==> config.mk <==
export PLATFORM = sky130hd
export DESIGN_NAME = em_stall_ctrl
export DESIGN_NICKNAME = d
export VERILOG_FILES = /design/src/rtl/em_stall_ctrl_pkg.sv /design/src/rtl/em_stall_ctrl_stall_wait_counter.sv /design/src/rtl/em_stall_ctrl.sv
export SDC_FILE = /design/constraint.sdc
export NUM_CORES = 1
export LEC_CHECK = 0
export ABC_AREA = 1
export BUFFER_PORTS_ARGS = -buffer_cell sky130_fd_sc_hd__buf_2
export CORE_MARGIN = 1.5
export CORE_UTILIZATION = 51
export CTS_CLUSTER_DIAMETER = 80
export DETAILED_ROUTE_END_ITERATION = 8
export PLACE_DENSITY = 0.87
export SETUP_SLACK_MARGIN = 0.4
export SLEW_MARGIN = 20
export SYNTH_ARGS = -nofsm -noshare
export SYNTH_HDL_FRONTEND = slang
export SYNTH_SLANG_ARGS = --single-unit
==> constraint.sdc <==
create_clock -name clk -period 3.9 [get_ports clk]
set_clock_uncertainty 0.05 [all_clocks]
set_input_delay 0.195 -clock clk [delete_from_list [all_inputs] [get_ports clk]]
set_output_delay 0.195 -clock clk [all_outputs]
set_load 0.01 [all_outputs]
==> src/rtl/em_stall_ctrl_pkg.sv <==
// ---------------------------------------------------------------------------
// em_stall_ctrl_pkg
// Shared definitions for the FD/EM stall sequencer:
//   - FSM state encoding (RUN / MEM_WAIT / ERR, 2-bit)
//   - register-address and data widths of the pipeline
//   - NOP control bits forced into the EM register when a bubble is inserted
// ---------------------------------------------------------------------------
package em_stall_ctrl_pkg;

    localparam int REG_ADDR_W = 3;
    localparam int DATA_W     = 10;

    typedef enum logic [1:0] {
        RUN      = 2'd0,
        MEM_WAIT = 2'd1,
        ERR      = 2'd2
    } em_state_e;

    // Control bits at the EM register inputs that a bubble overrides.
    typedef struct packed {
        logic gp_reg_wb;
        logic mem_we;
        logic mem_re;
    } em_ctrl_t;

    localparam em_ctrl_t EM_NOP_CTRL = '{gp_reg_wb: 1'b0, mem_we: 1'b0, mem_re: 1'b0};

endpackage

==> src/rtl/em_stall_ctrl_stall_wait_counter.sv <==
// ---------------------------------------------------------------------------
// stall_wait_counter
// Counts MEM_WAIT cycles of the outstanding data-memory request and flags
// when the count has reached TIMEOUT.
// Ports:
//   clk    in   rising-edge clock
//   reset  in   asynchronous active-low reset (count -> 0)
//   clr    in   synchronous clear (takes priority over inc)
//   inc    in   increment by one
//   tc     out  terminal count: count == TIMEOUT
// ---------------------------------------------------------------------------
module stall_wait_counter #(
    parameter int unsigned TIMEOUT = 255,
    parameter int unsigned CNT_W   = 8
) (
    input  logic clk,
    input  logic reset,
    input  logic clr,
    input  logic inc,
    output logic tc
);

    localparam logic [CNT_W-1:0] TC_VAL = CNT_W'(TIMEOUT);

    logic [CNT_W-1:0] cnt_q;
    logic [CNT_W-1:0] cnt_d;

    always_comb begin
        cnt_d = cnt_q;
        if (clr) begin
            cnt_d = '0;
        end else if (inc) begin
            cnt_d = cnt_q + 1'b1;
        end
    end

    always_ff @(posedge clk or negedge reset) begin
        if (!reset) begin
            cnt_q <= '0;
        end else begin
            cnt_q <= cnt_d;
        end
    end

    assign tc = (cnt_q == TC_VAL);

endmodule

==> src/rtl/em_stall_ctrl.sv <==
// ---------------------------------------------------------------------------
// em_stall_ctrl
// Hazard and stall sequencer for the FD/EM pipeline register. Detects the
// load-use hazard at load completion, runs the data-memory req/ack handshake
// and raises a sticky watchdog error if a request waits too long.
//
// Optional feature macro: EM_STALL_CTRL_PERF_CNT_EN
//   defined   -> stall_cycles counts clocks with em_stall=1 (saturating)
//   undefined -> stall_cycles tied to 0, no counter flops
//
// Ports:
//   clk, reset                 clock, asynchronous active-low reset
//   fd_valid                   FD holds a real instruction
//   fd_rs1/fd_rs2 (+ _used)    FD source registers and whether they are read
//   em_rd, em_reg_wb           EM destination and register-write enable
//   em_mem_re, em_mem_we       EM instruction is a load / store
//   mem_ack                    memory completes the request this cycle
//   mem_req                    memory request
//   em_stall                   stall for the FD/EM register
//   fd_hold                    freeze PC and FD
//   em_bubble                  force NOP control bits into EM
//   timeout_err                sticky watchdog flag
//   stall_cycles               performance count of stalled cycles
// ---------------------------------------------------------------------------
module em_stall_ctrl
    import em_stall_ctrl_pkg::*;
#(
    parameter int unsigned TIMEOUT = 255,
    parameter int unsigned CNT_W   = 8,
    parameter int unsigned PERF_W  = 16
) (
    input  logic                  clk,
    input  logic                  reset,
    input  logic                  fd_valid,
    input  logic [REG_ADDR_W-1:0] fd_rs1,
    input  logic [REG_ADDR_W-1:0] fd_rs2,
    input  logic                  fd_rs1_used,
    input  logic                  fd_rs2_used,
    input  logic [REG_ADDR_W-1:0] em_rd,
    input  logic                  em_reg_wb,
    input  logic                  em_mem_re,
    input  logic                  em_mem_we,
    input  logic                  mem_ack,
    output logic                  mem_req,
    output logic                  em_stall,
    output logic                  fd_hold,
    output logic                  em_bubble,
    output logic                  timeout_err,
    output logic [PERF_W-1:0]     stall_cycles
);

    em_state_e state_q;
    em_state_e state_d;

    logic mem_op;
    logic lu_hz;
    logic cnt_clr;
    logic cnt_inc;
    logic cnt_tc;
    logic mem_req_c;
    logic stall_c;
    logic bubble_c;
    logic err_c;

    assign mem_op = em_mem_re | em_mem_we;

    // Only a register-writing load can produce a value FD needs before
    // forwarding can supply it; unused sources never match.
    assign lu_hz = fd_valid & em_mem_re & em_reg_wb &
                   ((fd_rs1_used & (fd_rs1 == em_rd)) |
                    (fd_rs2_used & (fd_rs2 == em_rd)));

    stall_wait_counter #(
        .TIMEOUT (TIMEOUT),
        .CNT_W   (CNT_W)
    ) u_wait_cnt (
        .clk   (clk),
        .reset (reset),
        .clr   (cnt_clr),
        .inc   (cnt_inc),
        .tc    (cnt_tc)
    );

    always_comb begin
        state_d   = state_q;
        cnt_clr   = 1'b0;
        cnt_inc   = 1'b0;
        mem_req_c = 1'b0;
        stall_c   = 1'b0;
        bubble_c  = 1'b0;
        err_c     = 1'b0;
        case (state_q)
            RUN: begin
                mem_req_c = mem_op;
                stall_c   = mem_op & ~mem_ack;
                // Bubble only on load completion: while stalled the FD/EM
                // register is frozen and nothing new enters EM.
                bubble_c  = lu_hz & mem_ack;
                if (mem_op && !mem_ack) begin
                    state_d = MEM_WAIT;
                    cnt_inc = 1'b1;   // counter is 0 in RUN, so this loads 1
                end
            end
            MEM_WAIT: begin
                mem_req_c = 1'b1;
                stall_c   = ~mem_ack;
                bubble_c  = lu_hz & mem_ack;
                // Ack has priority over a coincident timeout match.
                if (mem_ack) begin
                    state_d = RUN;
                    cnt_clr = 1'b1;
                end else if (cnt_tc) begin
                    state_d = ERR;
                end else begin
                    cnt_inc = 1'b1;
                end
            end
            ERR: begin
                stall_c = 1'b1;
                err_c   = 1'b1;
            end
            default: begin
                state_d = RUN;
                cnt_clr = 1'b1;
            end
        endcase
    end

    always_ff @(posedge clk or negedge reset) begin
        if (!reset) begin
            state_q <= RUN;
        end else begin
            state_q <= state_d;
        end
    end

    // Outputs are gated by reset so they fall asynchronously when reset
    // asserts, even though the inputs may still present a memory op.
    assign mem_req     = reset & mem_req_c;
    assign em_stall    = reset & stall_c;
    assign em_bubble   = reset & bubble_c;
    assign fd_hold     = reset & (stall_c | bubble_c);
    assign timeout_err = reset & err_c;

`ifdef EM_STALL_CTRL_PERF_CNT_EN
    logic [PERF_W-1:0] perf_q;
    logic [PERF_W-1:0] perf_d;

    always_comb begin
        perf_d = perf_q;
        if (em_stall && (perf_q != {PERF_W{1'b1}})) begin
            perf_d = perf_q + 1'b1;
        end
    end

    always_ff @(posedge clk or negedge reset) begin
        if (!reset) begin
            perf_q <= '0;
        end else begin
            perf_q <= perf_d;
        end
    end

    assign stall_cycles = perf_q;
`else
    assign stall_cycles = '0;
`endif

endmodule

* Word-level counts from Yosys, hierarchy flattened
Cells that the tools add are included.
** Word-level totals
- Bits in registers :: 10
- Latch bits :: 0
- Memory bits (writable) :: 0
- Memory bits (read-only) :: 0
- Input port bits :: 18
- Output and inout port bits :: 21
- Word-level logic and storage cells :: 50
- Memories :: 0
** Cells by class
- $add $sub $neg :: 1
- Multiply operators :: 0
- Div/mod/pow operators :: 0
- Order comparisons :: 0
- Eq/ne operators :: 7
- Shift-type cells :: 0
- Muxes and demuxes :: 16
- Bitwise logic cells :: 17
- Reduce and logical (&&, ||, !) cells :: 7
** Operator list (number)
- $mux 8 :: 2
- $and 1x1->1 :: 12
- $add 8x1->8 const B :: 1
- $eq 8x8->1 const B :: 1
- $eq 3x3->1 :: 2
- $mux 1 :: 6
- $mux 2 :: 3
- $pmux 1 s2 :: 3
- $pmux 2 s3 :: 1
- $reduce_or 2->1 :: 2
- $ne 3x3->1 const B :: 1
- $or 1x1->1 :: 3
- $pmux 1 s3 :: 1
- $reduce_and 3->1 :: 1
- $eq 2x1->1 const B :: 1
- $eq 2x2->1 const B :: 1
- $logic_not 2->1 :: 1
- $ne 2x2->1 const B :: 1
- $not 1->1 :: 2
- $reduce_bool 2->1 :: 1
- $logic_and 1x1->1 :: 1
- $logic_not 1->1 :: 1

* Depth between registers and ports, before layout
- Word-level depth :: 8
- Mapped depth :: 8
- Depth with buffers taken out :: 8

* Modules after synthesis
A second synthesis with hierarchy kept.
** Unflattened totals
- Cell total of the unflattened synthesis :: 136
- Area, all modules :: 853.3 µm²
** By module, submodules not included
- stall_wait_counter :: instances 1, cells an instance 61, area an instance 442.9 µm², seq. area each 200.2 µm²
- em_stall_ctrl :: instances 1, cells an instance 75, area an instance 410.4 µm², seq. area each 50.0 µm²

* Least setup slack after synthesis
OpenSTA, ideal clock, no wires.
- Kind :: reg-to-output
- Start point :: reg state_q[1]
- End point :: out fd_hold
- Arrival time :: 1159 ps
- Required time :: 3655 ps
- Setup slack :: 2496 ps
- Cell stages (with the launch flop) :: 6
- Buffers on the path :: 0
- Cells stage by stage :: dfrtp_1 -> nor2_2 -> nand3_4 -> a31oi_1 -> inv_1 -> nand2_1
** Between the ends
- Longest elaborated chain between the ends :: 5
- Elaborated cells between the ends (all ways) :: 8
- Those cells by class :: 2 x eq/ne; 2 x mux; 2 x bitwise; 2 x reduce/logical
** RTL lines
- from (decl) :: line em_stall_ctrl.sv:52 : em_state_e state_q;
- from (signal assigned) :: line em_stall_ctrl.sv:133 : state_q <= state_d;
- $eq 2x1->1 / $logic_not 2->1 (equally long branches) :: line em_stall_ctrl.sv:92 : case (state_q)
- $reduce_or 2->1 (no source line)
- $mux 1
- $or 1x1->1 (*) :: line em_stall_ctrl.sv:142 : assign fd_hold = reset & (stall_c | bubble_c);
- $and 1x1->1 (*) :: line em_stall_ctrl.sv:142
- to (decl) :: line em_stall_ctrl.sv:46 : output logic fd_hold,
Mark *: on every way between the ends. The rest lies on a longest branch, timed or not.

* Final worst setup path
- Start point :: in reset
- End point :: out fd_hold
** Between the ends
- Longest elaborated chain between the ends :: 1
** RTL lines
- from (decl) :: line em_stall_ctrl.sv:33 : input logic reset,
- $and 1x1->1 :: line em_stall_ctrl.sv:142
No other way between the ends.

==> flow_summary_export.csv <==
group,metric,value,unit
run_status,status,"finished, final reports clean",
route,routedWlPerCell,10.2,µm
pwr,swShare,0.283,
global_routing,antenna_found_initial,0,
pwr,p_leak,0.618,nW
pwr,irDropWorstVdd,0.171,mV
global_routing,grt_pass1_wl,3190,µm
route,antenna_left,0,
placed_design,portBuffers,22,
clock_network,clock_latency,280,ps
timing,max_slew_margin,0.654,
pwr,p_int,0.151,mW
timing,fmax,0.501,GHz
timing,worstMarginPinSlew,519,ps
setup_path,crit_fanout,11,
synth,yosys_warnings,0,
pwr,pwr-share-seq,0.491,
final_layout,area_delta_synth_final,11.3,%
clock_network,path_clk_slew,70,ps
timing,period_share,0.512,
global_routing,grt_use_total,0.211,
timing,min_period,2000,ps
final_layout,regArea,250,µm²
placed_design,place_inst,184,
global_routing,grt_max_degree,12,
synth,ys_seq_elements,10,
clock_network,cts_sinks,10,
clock_network,cts_buffers,3,
clock_network,cts_tree,"done",
route,vias,888,
synth,synth_cell_type_count,21,
clock_network,clock_path_buffers,2,
global_routing,grt-ovfl-total,0,
worst_hold_path,min_path_type,"in -> async",
route,viasPerCell,4.72,
clock_network,cts-resized-gates,0,
final_layout,instances_no_fill,188,
pwr,power.total,0.211,mW
setup_path,worst-endpoint-arrival,1750,ps
clock_network,cts-root-buf,"clkbuf_4",
floorplan,num_io_pins,39,
setup_path,r2r_setup_slack,2430,ps
flow_run,cap_viol_max_count,0,
placed_design,routabilityCongestion,0.811,
timing,rsz0062_at_grt,"no",
floorplan,die_y,45.6,µm
route,drt_iter0_drc,18,
synth,synth-seq-area-share,0.270,
final_layout,layout_common_cells,"nand2_1, buf_2, inv_1",
timing,setup_viol,0,
setup_path,r2r-start,"u_wait_cnt.cnt_q[1]$_DFFE_PN0P_",
setup_path,crit_type,"in -> out",
route,dr.pass1.iters,4,
timing,drv_slew,0,
final_layout,final_common_cell,"nand2_1",
setup_path,startpoint,"reset",
global_routing,grt_pass1_vias,777,
final_layout,nets,184,
timing,hold_violations,0,
floorplan,placementRows,15,
setup_path,critPathCaptureType,"output pin",
floorplan,die_w,45.6,µm
synth,synthCells,139,
pwr,clkPwrFrac,0.348,
synth,avgSynthCellArea,6.67,µm²
pwr,comb_power_share,0.162,
final_layout,final_util,0.604,
timing,tns,0,ps
route,drc_errors,0,
setup_path,r2r-end,"u_wait_cnt.cnt_q[6]$_DFFE_PN0P_",
floorplan,dieArea,2080,µm²
final_layout,n_antenna_cell,0,
clock_network,htree_num_levels,1,
floorplan,core,1710,µm²
pwr,power.net_switching,0.0598,mW
placed_design,dpl.hpwl,1560,µm
setup_path,worstRegToRegCells,8,
setup_path,worstPathRequired,3650,ps
final_layout,drive_gt1_frac,0.227,
floorplan,initial_utilization,0.543,
setup_path,startpoint_type,"input pin",
synth,syn_area,927,µm²
final_layout,n_fill_cell,157,
pwr,power_density,205,nW/µm²
route,drt_wl_total,1910,µm
final_layout,multiInputGateArea,529,µm²
registers in the layout, summed over array words and instances (netlist names):
name	flops
u_wait_cnt.cnt_q	8
state_q	2
worst max-delay path, stage by stage:
cell and delay (ps):
dlygate4sd3_1 520, buf_2 260, inv_1 120, or2_2 300, nor2_1 110, nand2_1 70
nand2_1 60, buf_2 120
cells by family (layout without fill, tap and decap cells):
| group | count (synthesis) | after routing | share of synthesized area |
|---|---|---|---|
| compound gates | 11 | 11 | 0.0742 |
| other cells | 1 | 16 | 0.00404 |
| simple gates | 75 | 75 | 0.390 |
| buf+inv | 38 | 47 | 0.220 |
| xor+xnor | 3 | 3 | 0.0283 |
| fa+ha+maj | 1 | 1 | 0.0135 |
| flops | 10 | 10 | 0.270 |
worst max path at each step:
stage	endpoint	slack, ps	cells past startpoint
floorplan	fd_hold	2500	5
detailed placement	fd_hold	2420	6
finish	fd_hold	1900	8
global route	fd_hold	1790	8
CTS	fd_hold	1880	8
global placement	fd_hold	2480	7
cell type report:
type / count / share of cell area
tap: 25 / 0.0303
sequential: 10 / 0.242
timing repair buffer: 23 / 0.116
clock buffer: 3 / 0.0218
multi-input combinational: 106 / 0.513
inverter: 21 / 0.0764
cell usage after synthesis:
master / n / area share
o21ai_2: 3 / 0.028
nand3_1: 8 / 0.043
buf_2: 1 / 0.0054
conb_1: 1 / 0.0040
o21ai_0: 4 / 0.022
nand4_1: 5 / 0.034
nand2_2: 2 / 0.013
xor2_1: 3 / 0.028
nor2_1: 18 / 0.073
nand2_4: 2 / 0.024
nand3_4: 2 / 0.038
buf_4: 16 / 0.13
a31oi_1: 2 / 0.013
or2_2: 1 / 0.0068
nor3_1: 2 / 0.011
dfrtp_1: 10 / 0.27
inv_1: 21 / 0.085
nand2_1: 33 / 0.13
nor2_2: 2 / 0.013
ha_1: 1 / 0.013
o21ai_1: 2 / 0.011
metal layers:
layer | GRT usage | part of all wire | wire (µm)
met5 | 0 | 0 | 0
met4 | 0.0706 | 0.0094 | 18
met3 | 0.0437 | 0.048 | 91
met2 | 0.380 | 0.55 | 1050
met1 | 0.244 | 0.39 | 748
through the flow:
stage | area (µm²) | hold WS [ps] | worst slack (ps)
after floorplan | 983 | -151 | 2500
after global placement | 1000 | 19.6 | 2480
after detailed placement | 1000 | 30.7 | 2420
after CTS | 1030 | 275 | 1880
after global routing | 1030 | 297 | 1790
final | 1030 | 262 | 1900
power groups by stage:
stage	logic, mW	registers (mW)	clock network (mW)
detailed placement	0.0332	0.106	0
finish	0.0341	0.104	0.0735
CTS	0.0340	0.104	0.0729
global route	0.0387	0.104	0.0780
global placement	0.0314	0.106	0
floorplan	0.0294	0.106	0
timing repair:
item                       CTS  global route
setup endpoints to repair    0             0
hold endpoints to repair    10             0
setup buffers                0             0
hold buffers                 1             0
Note: power is estimated with default switching activity, not from simulation.
